$ cat src/rtl/cpu_types_pkg.sv
// Core-wide scalar types shared by the pipeline stages.
package cpu_types_pkg;
   typedef logic [31:0] word_t;
endpackage

$ cat src/rtl/datapath_types_pkg.sv
// Datapath types for branch prediction: counter states, hazard-unit grades,
// and the BTB entry layout for the default 16-entry configuration.
package datapath_types_pkg;
   import cpu_types_pkg::*;

   typedef enum logic [1:0] {
      STRONG_NT = 2'b00,
      WEAK_NT   = 2'b01,
      WEAK_T    = 2'b10,
      STRONG_T  = 2'b11
   } bp_state_t;

   typedef enum logic [1:0] {
      NA         = 2'b00,
      RIGHT_PRED = 2'b01,
      WRONG_PRED = 2'b10
   } br_pred_t;

   localparam int BTB_DEFAULT_ENTRIES = 16;
   localparam int BTB_DEFAULT_TAGW    = 32 - $clog2(BTB_DEFAULT_ENTRIES) - 2;

   typedef struct packed {
      logic                        valid;
      logic [BTB_DEFAULT_TAGW-1:0] tag;
      word_t                       target;
      bp_state_t                   state;
   } btb_entry_t;
endpackage

$ cat src/rtl/bp_sat_counter.sv
// Next-state logic of a 2-bit saturating branch counter.
module bp_sat_counter
   import datapath_types_pkg::*;
(
   input  bp_state_t state_i,
   input  logic      actual_i,
   output bp_state_t state_next_o
);

   always_comb begin
      state_next_o = state_i;
      case (state_i)
         STRONG_NT: state_next_o = actual_i ? WEAK_NT  : STRONG_NT;
         WEAK_NT:   state_next_o = actual_i ? WEAK_T   : STRONG_NT;
         WEAK_T:    state_next_o = actual_i ? STRONG_T : WEAK_NT;
         STRONG_T:  state_next_o = actual_i ? STRONG_T : WEAK_T;
         default:   state_next_o = WEAK_NT;
      endcase
   end

endmodule

$ cat src/rtl/branch_predictor.sv
// Direct-mapped BTB with 2-bit counters: combinational lookup at fetch,
// training from the execute-stage grade, plus branch/mispredict counters.
module branch_predictor
   import cpu_types_pkg::*;
   import datapath_types_pkg::*;
#(
   parameter int ENTRIES = 16
) (
   input  logic     CLK,
   input  logic     nRST,
   input  word_t    fetch_pc,
   output logic     pred_taken,
   output word_t    pred_target,
   output logic     pred_hit,
   input  logic     upd_en,
   input  br_pred_t upd_result,
   input  word_t    upd_pc,
   input  logic     upd_pred_taken,
   input  word_t    upd_target,
   output word_t    branch_cnt,
   output word_t    mispred_cnt
);

   localparam int IDXW = $clog2(ENTRIES);
   localparam int TAGW = 32 - IDXW - 2;

   typedef struct packed {
      logic            valid;
      logic [TAGW-1:0] tag;
      word_t           target;
      bp_state_t       state;
   } entry_t;

   localparam entry_t ENTRY_RST = '{valid: 1'b0, tag: '0, target: 32'd0, state: WEAK_NT};

   entry_t          btb_q [ENTRIES];
   entry_t          btb_d [ENTRIES];
   word_t           branch_cnt_q, branch_cnt_d;
   word_t           mispred_cnt_q, mispred_cnt_d;

   entry_t          look_s;
   entry_t          upd_entry_s;
   logic [IDXW-1:0] upd_idx_s;
   logic [TAGW-1:0] upd_tag_s;
   logic            upd_fire_s;
   logic            upd_wrong_s;
   logic            upd_actual_s;
   logic            upd_hit_s;
   bp_state_t       sat_next_s;
   logic            unused_s;

   assign unused_s = ^{fetch_pc[1:0], upd_pc[1:0]};

   // Fetch-side lookup sees the registered table only (no update bypass)
   always_comb begin
      look_s   = btb_q[fetch_pc[IDXW+1:2]];
      pred_hit = look_s.valid && (look_s.tag == fetch_pc[31:IDXW+2]);
      pred_taken = pred_hit && look_s.state[1];
      if (pred_hit) begin
         pred_target = look_s.target;
      end else begin
         pred_target = 32'd0;
      end
   end

   assign upd_idx_s    = upd_pc[IDXW+1:2];
   assign upd_tag_s    = upd_pc[31:IDXW+2];
   assign upd_entry_s  = btb_q[upd_idx_s];
   assign upd_fire_s   = upd_en && (upd_result != NA);
   assign upd_wrong_s  = (upd_result == WRONG_PRED);
   assign upd_actual_s = upd_pred_taken ^ upd_wrong_s;
   assign upd_hit_s    = upd_entry_s.valid && (upd_entry_s.tag == upd_tag_s);

   bp_sat_counter u_sat (
      .state_i      (upd_entry_s.state),
      .actual_i     (upd_actual_s),
      .state_next_o (sat_next_s)
   );

   // Training and performance-counter next state
   always_comb begin
      btb_d         = btb_q;
      branch_cnt_d  = branch_cnt_q;
      mispred_cnt_d = mispred_cnt_q;
      if (upd_fire_s) begin
         branch_cnt_d = branch_cnt_q + 32'd1;
         if (upd_wrong_s) begin
            mispred_cnt_d = mispred_cnt_q + 32'd1;
         end else begin
            mispred_cnt_d = mispred_cnt_q;
         end
         if (upd_hit_s) begin
            btb_d[upd_idx_s].state = sat_next_s;
            if (upd_actual_s) begin
               btb_d[upd_idx_s].target = upd_target;
            end else begin
               btb_d[upd_idx_s].target = upd_entry_s.target;
            end
         end else if (upd_actual_s) begin
            // taken miss evicts whatever aliased into this slot
            btb_d[upd_idx_s] = '{valid: 1'b1, tag: upd_tag_s, target: upd_target, state: WEAK_T};
         end else begin
            btb_d[upd_idx_s] = upd_entry_s;
         end
      end else begin
         branch_cnt_d = branch_cnt_q;
      end
   end

   // Table and counter state registers
   always_ff @(posedge CLK or negedge nRST) begin
      if (!nRST) begin
         for (int i = 0; i < ENTRIES; i++) begin
            btb_q[i] <= ENTRY_RST;
         end
         branch_cnt_q  <= 32'd0;
         mispred_cnt_q <= 32'd0;
      end else begin
         btb_q         <= btb_d;
         branch_cnt_q  <= branch_cnt_d;
         mispred_cnt_q <= mispred_cnt_d;
      end
   end

   assign branch_cnt  = branch_cnt_q;
   assign mispred_cnt = mispred_cnt_q;

endmodule
$ cat config.mk
export PLATFORM = sky130hd
export DESIGN_NAME = branch_predictor
export DESIGN_NICKNAME = d
export VERILOG_FILES = /design/src/rtl/cpu_types_pkg.sv /design/src/rtl/datapath_types_pkg.sv /design/src/rtl/bp_sat_counter.sv /design/src/rtl/branch_predictor.sv
export SDC_FILE = /design/constraint.sdc
export NUM_CORES = 2
export LEC_CHECK = 0
export CAP_MARGIN = 10
export CORE_MARGIN = 2
export CORE_UTILIZATION = 65
export CTS_CLUSTER_SIZE = 24
export DETAILED_ROUTE_END_ITERATION = 12
export MAX_ROUTING_LAYER = met4
export PLACE_DENSITY = 0.84
export SLEW_MARGIN = 20
export SYNTH_ARGS = -nofsm -noshare
export SYNTH_HDL_FRONTEND = slang
export SYNTH_SLANG_ARGS = --single-unit
$ cat constraint.sdc
create_clock -name CLK -period 13.9 [get_ports CLK]
set_input_delay 4.17 -clock CLK [delete_from_list [all_inputs] [get_ports CLK]]
set_output_delay 4.17 -clock CLK [all_outputs]
set_load 0.05 [all_outputs]
==> out/qor.csv <==
stage;metric;value;unit
finish;final_nets;4468;
timing;slew_headroom;20.6;%
timing;rsz0062_at_grt;false;
placed_design;hpwl;99.4;mm
setup_path;slowest_stage;clkdlybuf4s50_1;
setup_path;crit_family;buffers and inverters;
finish;fin_area;0.0658;mm^2
routing;routed_via_density;7.71;
placed_design;portBuffers;195;
synthesis;synth.distinct_cells;74;
synthesis;netlist_instances;4402;
floorplan;die_w;306;um
setup_path;crit_required;9.73;ns
setup_path;max_stage_delay;0.86;ns
timing;clock-skew-final;0.0399;ns
synthesis;synth_compound_area_share;14.5;%
global_routing;grt-ovfl-total;0;
synthesis;synth_xor_area_share;1.67;%
timing;tightest_slew;1.18;ns
synthesis;async_reset_ff_share;100;%
timing;fin_hold_ws;0.475;ns
worst_hold_path;hold_class;reg -> reg;
finish;area_delta_synth_final;10.9;%
floorplan;dieHeight;306;um
power_and_ir_drop;p_leak;25.9;nW
synthesis;synth_simple_gate_area_share;3.60;%
power_and_ir_drop;power_density;156;mW/mm^2
routing;wirelength;179;mm
power_and_ir_drop;max-vdd-ir-drop;122;uV
timing;tns;0;ns
floorplan;fp.dieArea;0.0938;mm^2
clock_network;ctsResizeCount;0;
global_routing;grt_max_degree;166;
power_and_ir_drop;total_power;0.0103;W
setup_path;critPathLaunchType;primary input;
synthesis;synth-adder-area-share;0.0759;%
setup_path;rrSetupSlack;9.38;ns
placed_design;placed_cell_area;0.0619;mm^2
routing;post-route-drc-count;0;
finish;drive_above_1_share;32.8;%
synthesis;synth-seq-area-share;43.9;%
synthesis;synthMuxAreaShare;32.6;%
synthesis;yosys_register_bits;1040;
routing;dr_total_vias;43469;
global_routing;antenna_found_initial;7;
synthesis;netlist_top_cells_count;dfrtp_1 (1,024), mux4_2 (525), o211ai_1 (486);
synthesis;ys_warn_count;0;
clock_network;root_buffer;clkbuf_16;
outcome;status;complete, no violations;
timing;timing.final.crit_share;92.7;%
synthesis;synth_top_family_by_area;multiplexers;
clock_network;cts_hold_buf;0;
setup_path;critPathMaxFanout;35;
timing;setup_violations;0;
global_routing;grt_pass1_wl;274;mm
synthesis;synth_top_cell_area_share;43.2;%
setup_path;crit_type;in -> out;
synthesis;yosys.area.top_type;dfrtp_1;
timing;fmax;77.6;MHz
global_routing;track_usage;40.0;%
clock_network;post_cts_buffers;0;
clock_network;cts_tree;yes;
synthesis;syn-num-nets;4506;
routing;drtIter0Drc;5474;
clock_network;numCtsBuffers;108;
synthesis;avgSynthCellArea;13.5;um^2
floorplan;start_util;65.8;%
clock_network;clk_path_buf_depth;3;
clock_network;insertion_delay;0.73;ns
finish;final_util;72.9;%
setup_path;critPathBufInv;4;
floorplan;floorplan.rows;110;
placed_design;gp_congestion;0.915;
floorplan;io_pins;200;
routing;wl_per_cell;31.8;um
routing;ant_nets;0;
clock_network;cts_num_sinks;1040;
synthesis;synth_area_leaders;dfrtp_1 (43%), mux4_2 (20%), mux2_2 (6.3%);
setup_path;worstPathCellList;buf_8 > buf_12 > mux4_2 > mux4_2 > xnor2_1 > nand3_1 > nor3_1 > nand4_1 > buf_4 > nor2b_1 > clkdlybuf4s50_1;
clock_network;cts_htree_levels;3;
floorplan;coreArea;0.0903;mm^2
setup_path;crit_arrival;8.71;ns
synthesis;synth_edf_count;0;
timing;min_period;12.88;ns
setup_path;crit_top_cell;mux4_2;
run;maxCapViolCount;0;
clock_network;path_clk_slew;0.06;ns
timing;drv_slew;0;
routing;firstDrtPassIters;6;
synthesis;synth_ff_type;dfrtp_1;
timing;hold_violations;0;
setup_path;cp-end-kind;primary output;
global_routing;grt_pass1_vias;44777;
synthesis;netlist_area;0.0594;mm^2
synthesis;yosysMostFrequentCell;dfrtp_1;
layout make-up:
class | count | area [um^2]
Multi-Input combinational cell | 2876 | 31500
Sequential cell | 1040 | 26000
Fill cell | 5459 | 24500
Clock buffer | 153 | 3160
Timing Repair Buffer | 313 | 2960
Tap cell | 1176 | 1470
Clock inverter | 49 | 618
Inverter | 25 | 93.8
Antenna cell | 8 | 20.0
kinds of logic (layout without fill, tap and decap cells):
logic type               after synthesis  in the layout
AO/OA/AOI/OAI                       1185           1185
XOR/XNOR                             113            113
adder cells (fa/ha/maj)                4              4
buffers and inverters                486            540
flip-flops                          1040           1040
multiplexers                        1144           1144
other                                  0              8
AND/OR/NAND/NOR                      430            430
power by group:
group	switching [W]	total [W]	internal [W]	leakage [nW]
clock network	0.00130	0.00309	0.00179	1.86
registers	0.000631	0.00443	0.00380	12.9
logic	0.00118	0.00274	0.00156	11.2
total	0.00311	0.0103	0.00716	25.9
stage by stage:
step	std cells	worst slack, ns
after global routing	5639	0.929
after CTS	5631	1.03
after floorplan	4402	1.97
after detailed placement	5429	1.04
after global placement	5428	1.13
final	5640	1.02
cell usage in the layout, fill, tap and decap left out, types with 12 or more instances in the layout:
cell and n:
dfrtp_1 1024, mux4_2 525, o211ai_1 486, o21a_1 482, mux2_2 333, clkdlybuf4s50_1 184
mux2_4 182, nand2_1 151, buf_4 114, clkbuf_16 109, mux2i_1 102, nor2_1 79
xnor2_1 77, o21ai_0 69, a21oi_1 45, nor2b_1 41, nand3_1 36, xor2_1 34
clkbuf_8 29, inv_1 25, clkinv_2 25, o21ai_2 24, clkbuf_1 17, nor2_4 16
nor3_4 16, dfstp_2 16, nand2_2 13, nand4_1 12
layer usage:
| layer | track usage, % | wire, um |
|---|---|---|
| met5 | - | 0 |
| met4 | 21.2 | 11000 |
| met3 | 10.2 | 22800 |
| met2 | 58.2 | 81800 |
| met1 | 52.3 | 63800 |
final timing paths:
check | from | end | depth (start not counted)
worst max-delay path | fetch_pc[2] | pred_target[11] | 11
worst min-delay path | branch_cnt[31]$_DFFE_PN0P_ | branch_cnt[31]$_DFFE_PN0P_ | 1
worst max register to register | btb_q[296]$_DFFE_PN0P_ | btb_q[609]$_DFFE_PN0P_ | 11
worst min register to register | branch_cnt[31]$_DFFE_PN0P_ | branch_cnt[31]$_DFFE_PN0P_ | 1
max in group asynchronous | nRST | asynchronous set/reset pin | 3
min in group asynchronous | nRST | branch_cnt[29]$_DFFE_PN0P_ | 1
(Power assumes the default switching activity.)
